[src/rtl/switch_pkg.sv]
// Shared switch definitions: completion status codes,
// FSM state constants and the broadcast address helper.
package switch_pkg;

  localparam logic [1:0] ST_OK      = 2'b00;
  localparam logic [1:0] ST_NOROUTE = 2'b01;
  localparam logic [1:0] ST_TIMEOUT = 2'b10;

  localparam logic [1:0] S_IDLE   = 2'd0;
  localparam logic [1:0] S_LOOKUP = 2'd1;
  localparam logic [1:0] S_SEND   = 2'd2;
  localparam logic [1:0] S_DONE   = 2'd3;

  // All-ones address of width w (w < 64); callers truncate.
  function automatic logic [63:0] bcast_addr(input int unsigned w);
    return (64'd1 << w) - 64'd1;
  endfunction

endpackage

[src/rtl/switch_fifo.sv]
// Synchronous FIFO for queued {addr,data} packets.
// Ports: push/wdata in, pop/rdata out, level/full/empty status.
module switch_fifo #(
  parameter int W     = 16,
  parameter int DEPTH = 4
) (
  input  logic                     clk,
  input  logic                     reset_n,
  input  logic                     push,
  input  logic                     pop,
  input  logic [W-1:0]             wdata,
  output logic [W-1:0]             rdata,
  output logic [$clog2(DEPTH):0]   level,
  output logic                     full,
  output logic                     empty
);

  localparam int AW = $clog2(DEPTH);

  logic [W-1:0]  mem [DEPTH];
  logic [AW-1:0] wptr;
  logic [AW-1:0] rptr;
  logic          do_push;
  logic          do_pop;

  assign do_push = push && !full;
  assign do_pop  = pop && !empty;
  assign full    = level == (AW+1)'(DEPTH);
  assign empty   = level == '0;
  assign rdata   = mem[rptr];

  always_ff @(posedge clk) begin
    if (!reset_n) begin
      wptr  <= '0;
      rptr  <= '0;
      level <= '0;
    end else begin
      if (do_push) wptr <= wptr + 1'b1;
      if (do_pop)  rptr <= rptr + 1'b1;
      unique case ({do_push, do_pop})
        2'b10:   level <= level + 1'b1;
        2'b01:   level <= level - 1'b1;
        default: level <= level;
      endcase
    end
  end

  always_ff @(posedge clk) begin
    if (do_push) mem[wptr] <= wdata;
  end

endmodule

[src/rtl/switch_buffered.sv]
// Buffered packet switch: input FIFO, learnable address table,
// per-port req/received delivery with timeout and done status.
// Ports: cfg_* table writes, in_* packet input, port_* delivery,
// done_* per-packet completion.
module switch_buffered
  import switch_pkg::*;
#(
  parameter int NUM_OF_PORTS     = 10,
  parameter int PORT_ADDR_LENGTH = 8,
  parameter int DATA_WIDTH       = 8,
  parameter int FIFO_DEPTH       = 4,
  parameter int TIMEOUT_CYCLES   = 16,
  parameter int BCAST_EN         = 1
) (
  input  logic                               clk,
  input  logic                               reset_n,
  input  logic                               cfg_wr,
  input  logic                               cfg_clr,
  input  logic [$clog2(NUM_OF_PORTS)-1:0]    cfg_index,
  input  logic [PORT_ADDR_LENGTH-1:0]        cfg_addr,
  output logic                               cfg_err,
  input  logic                               in_valid,
  output logic                               in_ready,
  input  logic [PORT_ADDR_LENGTH-1:0]        in_addr,
  input  logic [DATA_WIDTH-1:0]              in_data,
  output logic [$clog2(FIFO_DEPTH):0]        fifo_level,
  output logic [NUM_OF_PORTS-1:0]            port_req,
  output logic [NUM_OF_PORTS*DATA_WIDTH-1:0] port_data,
  input  logic [NUM_OF_PORTS-1:0]            port_received,
  output logic                               done_valid,
  output logic [1:0]                         done_status
);

  localparam int IW = $clog2(NUM_OF_PORTS);
  localparam int AL = PORT_ADDR_LENGTH;
  localparam int FW = AL + DATA_WIDTH;
  localparam int TW = $clog2(TIMEOUT_CYCLES + 2);
  localparam logic [AL-1:0] BCAST = AL'(bcast_addr(AL));

  logic [NUM_OF_PORTS-1:0] tbl_v;
  logic [AL-1:0]           tbl_a [NUM_OF_PORTS];

  logic [1:0]              state;
  logic [AL-1:0]           pkt_addr;
  logic [DATA_WIDTH-1:0]   pkt_data;
  logic [NUM_OF_PORTS-1:0] mask;
  logic [NUM_OF_PORTS-1:0] acked;
  logic [NUM_OF_PORTS-1:0] acked_nx;
  logic [NUM_OF_PORTS-1:0] route;
  logic [TW-1:0]           timer;
  logic [1:0]              status;

  logic          f_full;
  logic          f_empty;
  logic          f_pop;
  logic [FW-1:0] f_rdata;

  logic idx_ok;
  logic dup;
  logic cfg_ok;
  logic is_bcast;
  logic tmo;

  assign in_ready = reset_n && !f_full;
  assign f_pop    = (state == S_IDLE) && !f_empty;

  switch_fifo #(
    .W     (FW),
    .DEPTH (FIFO_DEPTH)
  ) u_fifo (
    .clk     (clk),
    .reset_n (reset_n),
    .push    (in_valid && in_ready),
    .pop     (f_pop),
    .wdata   ({in_addr, in_data}),
    .rdata   (f_rdata),
    .level   (fifo_level),
    .full    (f_full),
    .empty   (f_empty)
  );

  // An address may be bound to only one port; rebinding the
  // same address at its own index is harmless.
  always_comb begin
    dup = 1'b0;
    for (int i = 0; i < NUM_OF_PORTS; i++) begin
      if (tbl_v[i] && tbl_a[i] == cfg_addr && IW'(i) != cfg_index)
        dup = 1'b1;
    end
  end

  assign idx_ok = 32'(cfg_index) < 32'(NUM_OF_PORTS);
  assign cfg_ok = idx_ok && (cfg_clr ||
                  (cfg_addr != '0 && !dup &&
                   !(BCAST_EN != 0 && cfg_addr == BCAST)));

  always_ff @(posedge clk) begin
    if (!reset_n) begin
      tbl_v   <= '0;
      cfg_err <= 1'b0;
      for (int i = 0; i < NUM_OF_PORTS; i++)
        tbl_a[i] <= '0;
    end else begin
      cfg_err <= cfg_wr && !cfg_ok;
      if (cfg_wr && cfg_ok) begin
        tbl_v[cfg_index] <= !cfg_clr;
        if (!cfg_clr) tbl_a[cfg_index] <= cfg_addr;
      end
    end
  end

  assign is_bcast = BCAST_EN != 0 && pkt_addr == BCAST;

  always_comb begin
    route = '0;
    for (int i = 0; i < NUM_OF_PORTS; i++)
      route[i] = tbl_v[i] && pkt_addr != '0 &&
                 (is_bcast || tbl_a[i] == pkt_addr);
  end

  assign acked_nx = acked | (port_received & mask);
  assign tmo = TIMEOUT_CYCLES != 0 &&
               timer == TW'(TIMEOUT_CYCLES - 1);

  always_ff @(posedge clk) begin
    if (!reset_n) begin
      state    <= S_IDLE;
      pkt_addr <= '0;
      pkt_data <= '0;
      mask     <= '0;
      acked    <= '0;
      timer    <= '0;
      status   <= ST_OK;
    end else begin
      unique case (state)
        S_IDLE: begin
          if (!f_empty) begin
            pkt_addr <= f_rdata[FW-1:DATA_WIDTH];
            pkt_data <= f_rdata[DATA_WIDTH-1:0];
            state    <= S_LOOKUP;
          end
        end
        S_LOOKUP: begin
          mask  <= route;
          acked <= '0;
          timer <= '0;
          if (route == '0) begin
            status <= ST_NOROUTE;
            state  <= S_DONE;
          end else begin
            state <= S_SEND;
          end
        end
        S_SEND: begin
          acked <= acked_nx;
          // Completion is checked first so it beats a same-cycle timeout.
          if (acked_nx == mask) begin
            status <= ST_OK;
            state  <= S_DONE;
          end else if (tmo) begin
            status <= ST_TIMEOUT;
            state  <= S_DONE;
          end else begin
            timer <= timer + 1'b1;
          end
        end
        S_DONE:  state <= S_IDLE;
        default: state <= S_IDLE;
      endcase
    end
  end

  assign port_req    = (state == S_SEND) ? (mask & ~acked) : '0;
  assign done_valid  = state == S_DONE;
  assign done_status = (state == S_DONE) ? status : 2'b00;

  for (genvar g = 0; g < NUM_OF_PORTS; g++) begin : g_pd
    assign port_data[g*DATA_WIDTH +: DATA_WIDTH] =
      port_req[g] ? pkt_data : '0;
  end

endmodule

[config.mk]
export PLATFORM = sky130hd
export DESIGN_NAME = switch_buffered
export DESIGN_NICKNAME = d
export VERILOG_FILES = /design/src/rtl/switch_pkg.sv /design/src/rtl/switch_fifo.sv /design/src/rtl/switch_buffered.sv
export SDC_FILE = /design/constraint.sdc
export NUM_CORES = 1
export LEC_CHECK = 0
export ABC_AREA = 0
export CAP_MARGIN = 20
export CORE_UTILIZATION = 61
export DETAILED_ROUTE_END_ITERATION = 8
export MAX_ROUTING_LAYER = met4
export PLACE_DENSITY = 0.87
export SLEW_MARGIN = 30
export SYNTH_ARGS = -nofsm -noshare
export SYNTH_HDL_FRONTEND = slang
export SYNTH_HIERARCHICAL = 1
export SYNTH_SLANG_ARGS = --single-unit
export TNS_END_PERCENT = 10
[constraint.sdc]
create_clock -name clk -period 11 [get_ports clk]
set_input_delay 2.2 -clock clk [delete_from_list [all_inputs] [get_ports clk]]
set_output_delay 2.2 -clock clk [all_outputs]
set_load 0.02 [all_outputs]
==> results.md <==
- Ant diodes: 0
- Final period util: 0.588
- Post-synth cell types: 76
- Worst Skew: 0.0124 ns
- Remaining antenna violation count after routing: 0
- Power density cells: 154 nW/µm²
- Initial Utilization: 0.626
- Clk buf depth: 3
- Met1 Wirelength: 10.5 mm
- RSZ-0062 raised after global routing: no
- Post-synthesis instance total: 1024
- Clk_lat worst skew: 0.51 ns
- Core Footprint: 18000 µm²
- Slowest cell on the critical path: clkdlybuf4s50_1
- Leakage: 4.72 nW
- Max layer used: met4
- CTS tree: done
- Hold-fix buffers, CTS: 0
- Pre-CTS WS: 4.55 ns
- WL final: 28.6 mm
- Crit-path max FO: 37
- Crit. End Element: primary output
- Crit Path Category: input port to primary output
- CP most frequent cell: clkdlybuf4s50_1
- Global Route Usage Sum: 0.314
- # nets final: 1188
- Num rows: 49
- CTS buffer count: 22
- Synthesized flop and latch total: 209
- Vias in the first global route: 8140
- CP bufs+invs: 4
- Measured slew at the worst slew-check pin: 1.05 ns
- Fmax achieved: 155 MHz
- Pin count of the biggest net entering global routing: 38
- VDD IR-drop max: 0.115 mV
- Port buffer count: 140
- Final Setup Violations: 0
- H-Tree Depth: 1
- Status: complete, no violations
- Worst relative slew slack: 0.296
- Worst endpoint required time: 8.80 ns
- Layout cells sized above 1: 0.0793
- Antenna violations before repair: 0
- Register area share after synthesis: 0.499
- Hold Crit Class: register to register
- Crit-path cells: clkdlybuf4s50_1 > buf_4 > inv_2 > nor2_1 > clkdlybuf4s50_1
- Clk sinks: 209
- Full die area: 19000 µm²
- Routed len/inst: 20.8 µm
- Clock transition at path regs: 0.06 ns
- I/O Pins: 141
- Post-Syn Area per Cell: 11.0 µm²
- DRT Pass-1 Iters: 5
- Slew Viols, Final: 0
- First-pass GRT wire length: 43.4 mm
- Setup crit start kind: input port
- Ys Warns: 6
- Metal3 WL: 2.78 mm
- Gr ovfl total: 0
- # Post-CTS Setup Buffers: 0
- Post-Syn Area: 11300 µm²
- Synth Flop Type: edfxtp_1
- HPWL Detailed: 19.0 mm
- Clock root buffer: clkbuf_16
- Chip Width: 138 µm
- Post-synth EDFFs: 144
- Vias per cell: 6.17
- Die Y: 138 µm
- Worst EP arrival: 4.27 ns
- Crit-path max cell delay: 0.62 ns
- Post-synth ARST share: 0
- Final WS setup: 4.53 ns
- Routability cong.: 0.942
- Tmin final: 6.47 ns
- CTS resizes: 0
- Final setup TNS: 0 ns
- Max-Cap Viols: 0
- Area growth from synthesis to layout: 19.4%
- Cell family with most CP delay: buffers and inverters
- Util after Layout: 0.747
- Met2 WL: 14.1 mm
- Routed via count: 8494
- Post-Syn Nets: 1080
- Initial DRC count: 641
- Final Hold Fails: 0
- Drt drc: 0
## worst reg2reg max path: stages, from the launching register on
cell      delay, ns
dfxtp_1        0.36
nor3_2         0.49
nand2b_1       0.58
clkinv_1       0.65
nor2b_1        0.36
ha_1           0.25
inv_1          0.07
fa_1           0.17
xor2_1         0.07
or3_1          0.31
a21boi_1       0.14
## sequential cells by signal, indices dropped and copies added, names as in the netlist, named ones only
name / cells
u_fifo/rptr: 2
status: 2
u_fifo/mem: 64
tbl_v: 10
pkt_data: 8
state: 2
timer: 5
u_fifo/wptr: 2
u_fifo/level: 3
tbl_a: 80
mask: 10
pkt_addr: 8
acked: 10
cfg_err: 1
## logic make-up (layout without fill, tap and decap cells)
kind of cell / count (synthesis) / count (layout) / synth area share
simple gates: 416 / 416 / 0.222
compound gates: 108 / 108 / 0.0627
mux: 24 / 24 / 0.0390
buf+inv: 91 / 215 / 0.0359
fa+ha+maj: 13 / 13 / 0.0151
xor+xnor: 163 / 163 / 0.127
flops: 209 / 209 / 0.499
## synth_stat cells (22+ instances only)
master      n  area share
edfxtp_1  144        0.38
and2_1    131       0.073
xor2_1     82       0.064
xnor2_1    81       0.063
nand2_1    73       0.024
dfxtp_1    65        0.12
and3_1     49       0.027
a21oi_1    34       0.015
clkbuf_1   32       0.011
nor2_1     28      0.0093
nor4_1     28       0.016
nand4_1    26       0.014
buf_2      25       0.011
o21ai_0    22      0.0098
## layout make-up
class                           instances  area, µm²
Timing Repair Buffer                  153       1500
Sequential cell                       209       5630
Tap cell                              229        287
Clock buffer                           30        581
Fill cell                            1187       4550
Inverter                               22       82.6
Multi-Input combinational cell        724       5310
Clock inverter                         10       91.3
## per-layer routing
| metal | global-route usage | vias to the layer above |
|---|---|---|
| li1 | - | 3848 |
| met5 | - | - |
| met3 | 0.0493 | 103 |
| met4 | 0.143 | 0 |
| met1 | 0.368 | 4029 |
| met2 | 0.531 | 514 |
## worst paths after layout
kind / start / to / slack [ns] / depth (start not counted)
max reg2reg: u_fifo/level[0] / u_fifo/level[2] / 7.47 / 10
min reg2reg: tbl_v[6] / tbl_v[6] / 0.48 / 2
min: tbl_v[6] / tbl_v[6] / 0.48 / 2
max: reset_n / in_ready / 4.53 / 5
## layout by cell type (no fill, tap or decap), drive strengths merged, types with 9 or more instances in the layout
cell and count:
edfxtp 144, clkdlybuf4s50 140, and2 131, xor2 82
xnor2 81, nand2 73, dfxtp 65, and3 49
a21oi 34, nor4 34, clkbuf 30, nor2 28
nand4 26, o21ai 22, inv 22, mux4 16
nor3 15, buf 13, nand2b 12, ha 12
nor3b 10, nand3 9, clkinv 9
## metrics by stage
step / power (mW) / cells / area (µm²) / hold slack [ns]
after floorplan: 1.25 / 1024 / 11300 / 0.435
after global placement: 1.35 / 1337 / 12700 / 0.459
after detailed placement: 1.38 / 1337 / 12800 / 0.467
after CTS: 2.07 / 1377 / 13500 / 0.476
after global routing: 2.15 / 1377 / 13500 / 0.498
final: 2.07 / 1377 / 13500 / 0.476
## report_power, final
group	switching [mW]	internal (mW)	total (mW)
clock	0.297	0.396	0.693
sequential	0.105	0.889	0.994
combinational	0.229	0.157	0.385
No activity file was read; power rests on OpenSTA's default activity.
